## config.mk

```make
export PLATFORM = sky130hd
export DESIGN_NAME = gray_ctr_bank_arb
export DESIGN_NICKNAME = d
export VERILOG_FILES = /design/src/rtl/gray_ctr_bank_arb_pkg.sv /design/src/rtl/gray_ctr_bank_arb_incgray.sv /design/src/rtl/gray_ctr_bank_arb_rr_arb.sv /design/src/rtl/gray_ctr_bank_arb.sv
export SDC_FILE = /design/constraint.sdc
export NUM_CORES = 1
export LEC_CHECK = 0
export CORE_ASPECT_RATIO = 2
export CORE_MARGIN = 3
export CORE_UTILIZATION = 39
export DETAILED_ROUTE_END_ITERATION = 12
export GPL_TIMING_DRIVEN = 1
export HOLD_SLACK_MARGIN = 0.08
export SYNTH_ARGS = -nofsm -noshare
export SYNTH_HDL_FRONTEND = slang
export SYNTH_HIERARCHICAL = 1
export SYNTH_SLANG_ARGS = --single-unit
```

## constraint.sdc

```tcl
create_clock -name clk_i -period 7.1 [get_ports clk_i]
set_input_delay 1.42 -clock clk_i [delete_from_list [all_inputs] [get_ports clk_i]]
set_output_delay 1.42 -clock clk_i [all_outputs]
set_load 0.02 [all_outputs]
```

## src/rtl/gray_ctr_bank_arb_pkg.sv

```systemverilog
`default_nettype none
// +----------------------------------------------------------------------------+
// | gray_ctr_bank_arb_pkg : shared types and Gray/binary conversion helpers      |
// | Rev 1.0                                                                      |
// +----------------------------------------------------------------------------+
package gray_ctr_bank_arb_pkg;

  localparam int CNT_W = 16;
  localparam int MAX_W = 32;

  typedef logic [CNT_W-1:0] cnt_t;
  typedef logic [MAX_W-1:0] word_t;

  function automatic word_t bin2gray(input word_t b);
    return b ^ (b >> 1);
  endfunction

  function automatic word_t gray2bin(input word_t g);
    word_t b;
    b = g;
    for (int s = 1; s < MAX_W; s = s * 2) begin
      b = b ^ (b >> s);
    end
    return b;
  endfunction

endpackage
`default_nettype wire

```

## src/rtl/gray_ctr_bank_arb_incgray.sv

```systemverilog
`default_nettype none
// +----------------------------------------------------------------------------+
// | IncGray : combinational Gray-code incrementer (modulo 2^WIDTH)               |
// | Rev 1.0                                                                      |
// +----------------------------------------------------------------------------+
module IncGray
  import gray_ctr_bank_arb_pkg::*;
#(
  parameter int WIDTH = 16,
  parameter int SPEED = 2
) (
  input  logic [WIDTH-1:0] i_gray,
  output logic [WIDTH-1:0] o_gray
);

  logic [WIDTH-1:0] w_bin;
  logic [WIDTH-1:0] w_sum;

  // Gray-to-binary is a suffix XOR from the MSB; SPEED picks a ripple or log-depth scan.
  generate
    if (SPEED == 0) begin : g_serial
      always_comb begin
        logic [WIDTH-1:0] b;
        b = '0;
        b[WIDTH-1] = i_gray[WIDTH-1];
        for (int i = WIDTH - 2; i >= 0; i--) begin
          b[i] = b[i+1] ^ i_gray[i];
        end
        w_bin = b;
      end
    end else begin : g_prefix
      always_comb begin
        logic [WIDTH-1:0] b;
        b = i_gray;
        for (int s = 1; s < WIDTH; s = s * 2) begin
          b = b ^ (b >> s);
        end
        w_bin = b;
      end
    end
  endgenerate

  assign w_sum  = w_bin + 1'b1;
  assign o_gray = WIDTH'(bin2gray(word_t'(w_sum)));

endmodule
`default_nettype wire

```

## src/rtl/gray_ctr_bank_arb_rr_arb.sv

```systemverilog
`default_nettype none
// +----------------------------------------------------------------------------+
// | gray_rr_arb : round-robin arbiter, one-hot grant, pointer moves past winner  |
// | Rev 1.0                                                                      |
// +----------------------------------------------------------------------------+
module gray_rr_arb #(
  parameter int NUM_CH = 4,
  parameter int IDX_W  = $clog2(NUM_CH)
) (
  input  logic              clk_i,
  input  logic              rst_ni,
  input  logic [NUM_CH-1:0] i_req,
  input  logic [NUM_CH-1:0] i_mask,
  output logic [NUM_CH-1:0] o_gnt,
  output logic [IDX_W-1:0]  o_idx,
  output logic              o_valid
);

  logic [IDX_W-1:0]  r_rr;
  logic [NUM_CH-1:0] w_elig;

  assign w_elig = i_req & ~i_mask;

  // Scan offsets high to low so the smallest offset from r_rr wins last.
  always_comb begin
    logic [IDX_W-1:0] cand;
    cand    = '0;
    o_gnt   = '0;
    o_idx   = '0;
    o_valid = 1'b0;
    for (int i = NUM_CH - 1; i >= 0; i--) begin
      cand = IDX_W'((int'(r_rr) + i) % NUM_CH);
      if (w_elig[cand]) begin
        o_idx   = cand;
        o_valid = 1'b1;
      end
    end
    if (o_valid) o_gnt[o_idx] = 1'b1;
  end

  always_ff @(posedge clk_i or negedge rst_ni) begin
    if (!rst_ni) begin
      r_rr <= '0;
    end else if (o_valid) begin
      r_rr <= IDX_W'((int'(o_idx) + 1) % NUM_CH);
    end
  end

endmodule
`default_nettype wire

```

## src/rtl/gray_ctr_bank_arb.sv

```systemverilog
`default_nettype none
// +----------------------------------------------------------------------------+
// | gray_ctr_bank_arb : bank of Gray counters sharing one pipelined incrementer  |
// | Rev 1.0                                                                      |
// +----------------------------------------------------------------------------+
module gray_ctr_bank_arb
  import gray_ctr_bank_arb_pkg::*;
#(
  parameter int WIDTH  = 16,
  parameter int SPEED  = 2,
  parameter int NUM_CH = 4,
  parameter int IDX_W  = $clog2(NUM_CH)
) (
  input  logic                    clk_i,
  input  logic                    rst_ni,
  input  logic [NUM_CH-1:0]       req_i,
  input  logic [NUM_CH-1:0]       clr_i,
  output logic [NUM_CH-1:0]       gnt_o,
  output logic [NUM_CH*WIDTH-1:0] cnt_o,
  output logic                    done_valid_o,
  output logic [IDX_W-1:0]        done_ch_o,
  output logic [WIDTH-1:0]        done_cnt_o,
  output logic                    done_wrap_o
);

  logic [WIDTH-1:0]  r_cnt [NUM_CH];
  logic              r_busy;
  logic [IDX_W-1:0]  r_sel;
  logic [WIDTH-1:0]  r_opnd;

  logic [NUM_CH-1:0] w_mask;
  logic [IDX_W-1:0]  w_idx;
  logic              w_gvalid;
  logic [WIDTH-1:0]  w_inc;
  logic              w_wb;

  // No forwarding: a channel with an op in flight cannot be re-granted.
  always_comb begin
    w_mask = clr_i;
    if (r_busy) w_mask[r_sel] = 1'b1;
  end

  gray_rr_arb #(
    .NUM_CH (NUM_CH),
    .IDX_W  (IDX_W)
  ) u_arb (
    .clk_i   (clk_i),
    .rst_ni  (rst_ni),
    .i_req   (req_i),
    .i_mask  (w_mask),
    .o_gnt   (gnt_o),
    .o_idx   (w_idx),
    .o_valid (w_gvalid)
  );

  IncGray #(
    .WIDTH (WIDTH),
    .SPEED (SPEED)
  ) u_inc (
    .i_gray (r_opnd),
    .o_gray (w_inc)
  );

  // A clear of the in-flight channel kills its writeback.
  assign w_wb = r_busy & ~clr_i[r_sel];

  always_ff @(posedge clk_i or negedge rst_ni) begin
    if (!rst_ni) begin
      r_busy <= 1'b0;
      r_sel  <= '0;
      r_opnd <= '0;
    end else begin
      r_busy <= w_gvalid;
      r_sel  <= w_idx;
      r_opnd <= r_cnt[w_idx];
    end
  end

  always_ff @(posedge clk_i or negedge rst_ni) begin
    if (!rst_ni) begin
      for (int c = 0; c < NUM_CH; c++) r_cnt[c] <= '0;
    end else begin
      for (int c = 0; c < NUM_CH; c++) begin
        if (clr_i[c]) begin
          r_cnt[c] <= '0;
        end else if (w_wb && (r_sel == IDX_W'(c))) begin
          r_cnt[c] <= w_inc;
        end
      end
    end
  end

  always_ff @(posedge clk_i or negedge rst_ni) begin
    if (!rst_ni) begin
      done_valid_o <= 1'b0;
      done_ch_o    <= '0;
      done_cnt_o   <= '0;
      done_wrap_o  <= 1'b0;
    end else begin
      done_valid_o <= w_wb;
      done_ch_o    <= w_wb ? r_sel : '0;
      done_cnt_o   <= w_wb ? w_inc : '0;
      done_wrap_o  <= w_wb & (w_inc == '0);
    end
  end

  generate
    for (genvar c = 0; c < NUM_CH; c++) begin : g_cnt_out
      assign cnt_o[c*WIDTH +: WIDTH] = r_cnt[c];
    end
  endgenerate

  a_gnt_onehot : assert property (@(posedge clk_i) disable iff (!rst_ni)
    $onehot0(gnt_o));
  a_gnt_req : assert property (@(posedge clk_i) disable iff (!rst_ni)
    (gnt_o & ~req_i) == '0);
  a_inc_step : assert property (@(posedge clk_i) disable iff (!rst_ni)
    done_valid_o |-> WIDTH'(gray2bin(word_t'(done_cnt_o))) ==
                     WIDTH'(gray2bin(word_t'($past(r_opnd))) + 1));

endmodule
`default_nettype wire
```

==> results.py <==
metrics = {
    "synthesis": {
        "synthTopCellsByArea": "dfrtp_1 49%, a22o_1 6.8%, mux4_2 6.7%",
        "synth-main-ff-cell": "dfrtp_1",
        "synth_top_area_share_pct": 48.9,
        "synth_cells": 444,
        "synth-edff-count": 0,
        "syn_area_um2": 5380,
        "ys_seq_area_share_pct": 48.9,
        "synth_seq_cells": 105,
        "yosysTopAreaCell": "dfrtp_1",
        "ys_warn_count": 6,
        "async_reset_ff_share_pct": 100,
        "syn_avg_cell_area_um2": 12.1,
        "syn_nets": 455,
        "yosysUniqueCellTypes": 71,
    },
    "global_routing": {
        "grt_pass1_vias": 4275,
        "globalRouteOverflowTotal": 0,
        "grt_pass1_wl_um": 24500,
        "antenna_found_initial": 0,
        "grtUsageTotal_pct": 21.6,
        "grt_max_degree": 66,
    },
    "sta": {
        "setup_violations": 0,
        "slew_viol_final": 0,
        "fmax_mhz": 178,
        "fin_setup_tns_ns": 0,
        "relSlewSlack_pct": 28.5,
        "fin_skew_ns": 0.00601,
        "rsz0062_at_grt": "no",
        "tightest_slew_ns": 1.07,
        "hold_violations": 0,
        "period_minus_slack_ns": 5.61,
        "fin_crit_sh_pct": 79.1,
    },
    "pwr": {
        "leakage_uw": 0.00291,
        "ir_worst_vdd_mv": 0.143,
        "p_per_area_nw_per_um2": 222,
    },
    "finish": {
        "finalInstanceArea_um2": 6800,
        "fillers": 1226,
        "area.growth.synth_to_final_pct": 26.4,
        "nNetsFinal": 545,
        "n_antenna_cell": 0,
        "final_cell_mix": "105 x dfrtp_1, 96 x clkdlybuf4s50_1, 42 x a22o_1, 39 x nor2_1, 27 x mux2i_1",
        "multiInputGateArea_um2": 2550,
        "drive_above_1_share_pct": 12.6,
        "regArea_um2": 2630,
        "final_common_cell": "dfrtp_1",
    },
    "detailed_routing": {
        "drc": 0,
        "vias": 4057,
        "ant_nets": 0,
        "drt-vias-per-instance": 5.85,
        "totalWireLength_um": 15600,
        "drt_iter0_markers": 235,
        "post_drt_wl_per_cell_um": 22.4,
        "drt_first_pass_iters": 4,
    },
    "worst_hold_path": {
        "min_path_type": "reg2reg",
        "hp-start": "cnt_o[22]$_DFFE_PN0P_",
        "min_to": "cnt_o[22]$_DFFE_PN0P_",
        "holdPathStages": 1,
    },
    "cts": {
        "htree_levels": 3,
        "ctsHoldBuffers": 0,
        "cts.path.max_buffers": 2,
        "postCtsSetupBuffers": 0,
        "insertion_delay_ns": 0.34,
        "cts_tree": "yes",
        "cts_root_buf": "clkbuf_16",
        "clkSlewWorstSetupHoldPaths_ns": 0.07,
        "cts_inserted_buffers": 9,
        "clock-sinks": 105,
        "postCtsResizedCells": 0,
    },
    "critical_path": {
        "worst-setup-path-type": "in2out",
        "worst-path-buf-inv": 4,
        "crit_path_end_kind": "output port",
        "rrSetupSlack_ns": 1.68,
        "cpMostUsedCell": "clkdlybuf4s50_1",
        "slowest_delay_ns": 0.64,
        "cp-start-kind": "input pin",
        "cpMaxStageDelayCell": "clkdlybuf4s50_1",
        "r2r_end": "done_wrap_o$_DFF_PN0_",
        "r2r_cells": 15,
        "cp.arrival_ns": 4.19,
        "required_ns": 5.68,
        "r2r-start": "r_opnd[14]$_DFF_PN0_",
        "path_cells": "clkdlybuf4s50_1 > a21oi_1 > buf_4 > inv_1 > or4b_1 > o31a_2 > o311ai_4 > nand2_1 > nor2_1 > clkdlybuf4s50_1",
        "crit_fanout": 12,
        "crit_family": "buffers and inverters",
    },
    "flow_run": {
        "maxCapViolations": 0,
    },
    "floorplan": {
        "dieWidth_um": 89.0,
        "coreArea_um2": 13500,
        "die-area_um2": 15300,
        "num_io_pins": 98,
        "die_y_um": 172,
        "fp-row-count": 60,
        "start_util_pct": 39.8,
    },
    "place": {
        "detailed_place.area_um2": 6490,
        "routabilityCongestion": 0.928,
        "io_buffers": 97,
        "dp_hpwl_um": 11600,
    },
    "outcome": {
        "status": "complete, no violations",
    },
}
cell usage after synthesis (all sizes together), types with 4 or more instances:
library cell / count
mux2i: 27
nor4: 9
xor2: 12
buf: 20
inv: 14
or4: 5
mux4: 16
o21ai: 8
o211ai: 4
nand2b: 5
nor2b: 19
xnor2: 17
a22o: 42
nand3: 5
nor2: 39
dfrtp: 105
nor3: 11
clkbuf: 11
nand2: 13
a21oi: 6
nor4b: 4
state kept, by name (all words and copies together) (netlist names):
name          cells
cnt_o            64
done_ch_o         2
done_cnt_o       16
done_valid_o      1
done_wrap_o       1
r_busy            1
r_opnd           16
r_sel             2
u_arb/r_rr        2
per-layer routing:
layer / vias up / wire length (µm) / track usage, %
met2: 117 / 8870 / 39.0
met4: 0 / 464 / 8.81
met1: 2095 / 5760 / 24.9
li1: 1816 / - / -
met5: - / 0 / 0
met3: 29 / 489 / 3.20
how the worst max path moves through the flow:
| stage | startpoint | endpoint | slack (ns) | cells after the start |
|---|---|---|---|---|
| final | clr_i[0] | gnt_o[0] | 1.49 | 10 |
| after global routing | r_opnd[14]$_DFF_PN0_ | done_wrap_o$_DFF_PN0_ | 1.21 | 17 |
| after CTS | clr_i[0] | gnt_o[0] | 1.49 | 10 |
| after detailed placement | clr_i[0] | gnt_o[0] | 1.50 | 10 |
| after global placement | clr_i[0] | gnt_o[0] | 1.55 | 10 |
| after floorplan | clr_i[0] | gnt_o[0] | 2.60 | 9 |
per-stage QoR:
step	std cells	total power (µW)	utilization, %	hold WS [ns]	worst slack [ns]
2_1_floorplan	444	891	-	0.568	2.60
3_3_place_gp	678	1010	48.0	0.534	1.55
3_5_place_dp	678	1020	48.0	0.522	1.50
4_1_cts	694	1520	50.3	0.539	1.49
5_1_grt	694	1570	50.3	0.574	1.21
6_report	694	1510	50.3	0.535	1.49
power by group:
part | switching [µW] | internal [µW] | leakage (µW)
registers | 33.4 | 623 | 0.00145
logic | 210 | 138 | 0.00131
clock network | 228 | 277 | 0.000147
kinds of logic (layout without fill, tap and decap cells):
logic type	count (synthesis)	after routing	share of synthesized area, %
muxes	45	45	12.1
adders and majority gates	1	1	0.233
DFF	105	105	48.9
and+or+nand+nor	129	129	13.5
xor gates and xnor gates	34	34	7.56
AOI/OAI and AO/OA	85	85	13.5
buffers and inverters	45	140	4.21
cell type report:
| type | count | area share [%] |
|---|---|---|
| sequential | 105 | 38.7 |
| tap | 155 | 2.85 |
| clock inverter | 7 | 1.14 |
| inverter | 14 | 0.773 |
| multi-input combinational | 294 | 37.6 |
| clock buffer | 9 | 3.31 |
| timing repair buffer | 110 | 15.7 |
Note: power is estimated with default switching activity, not from simulation.
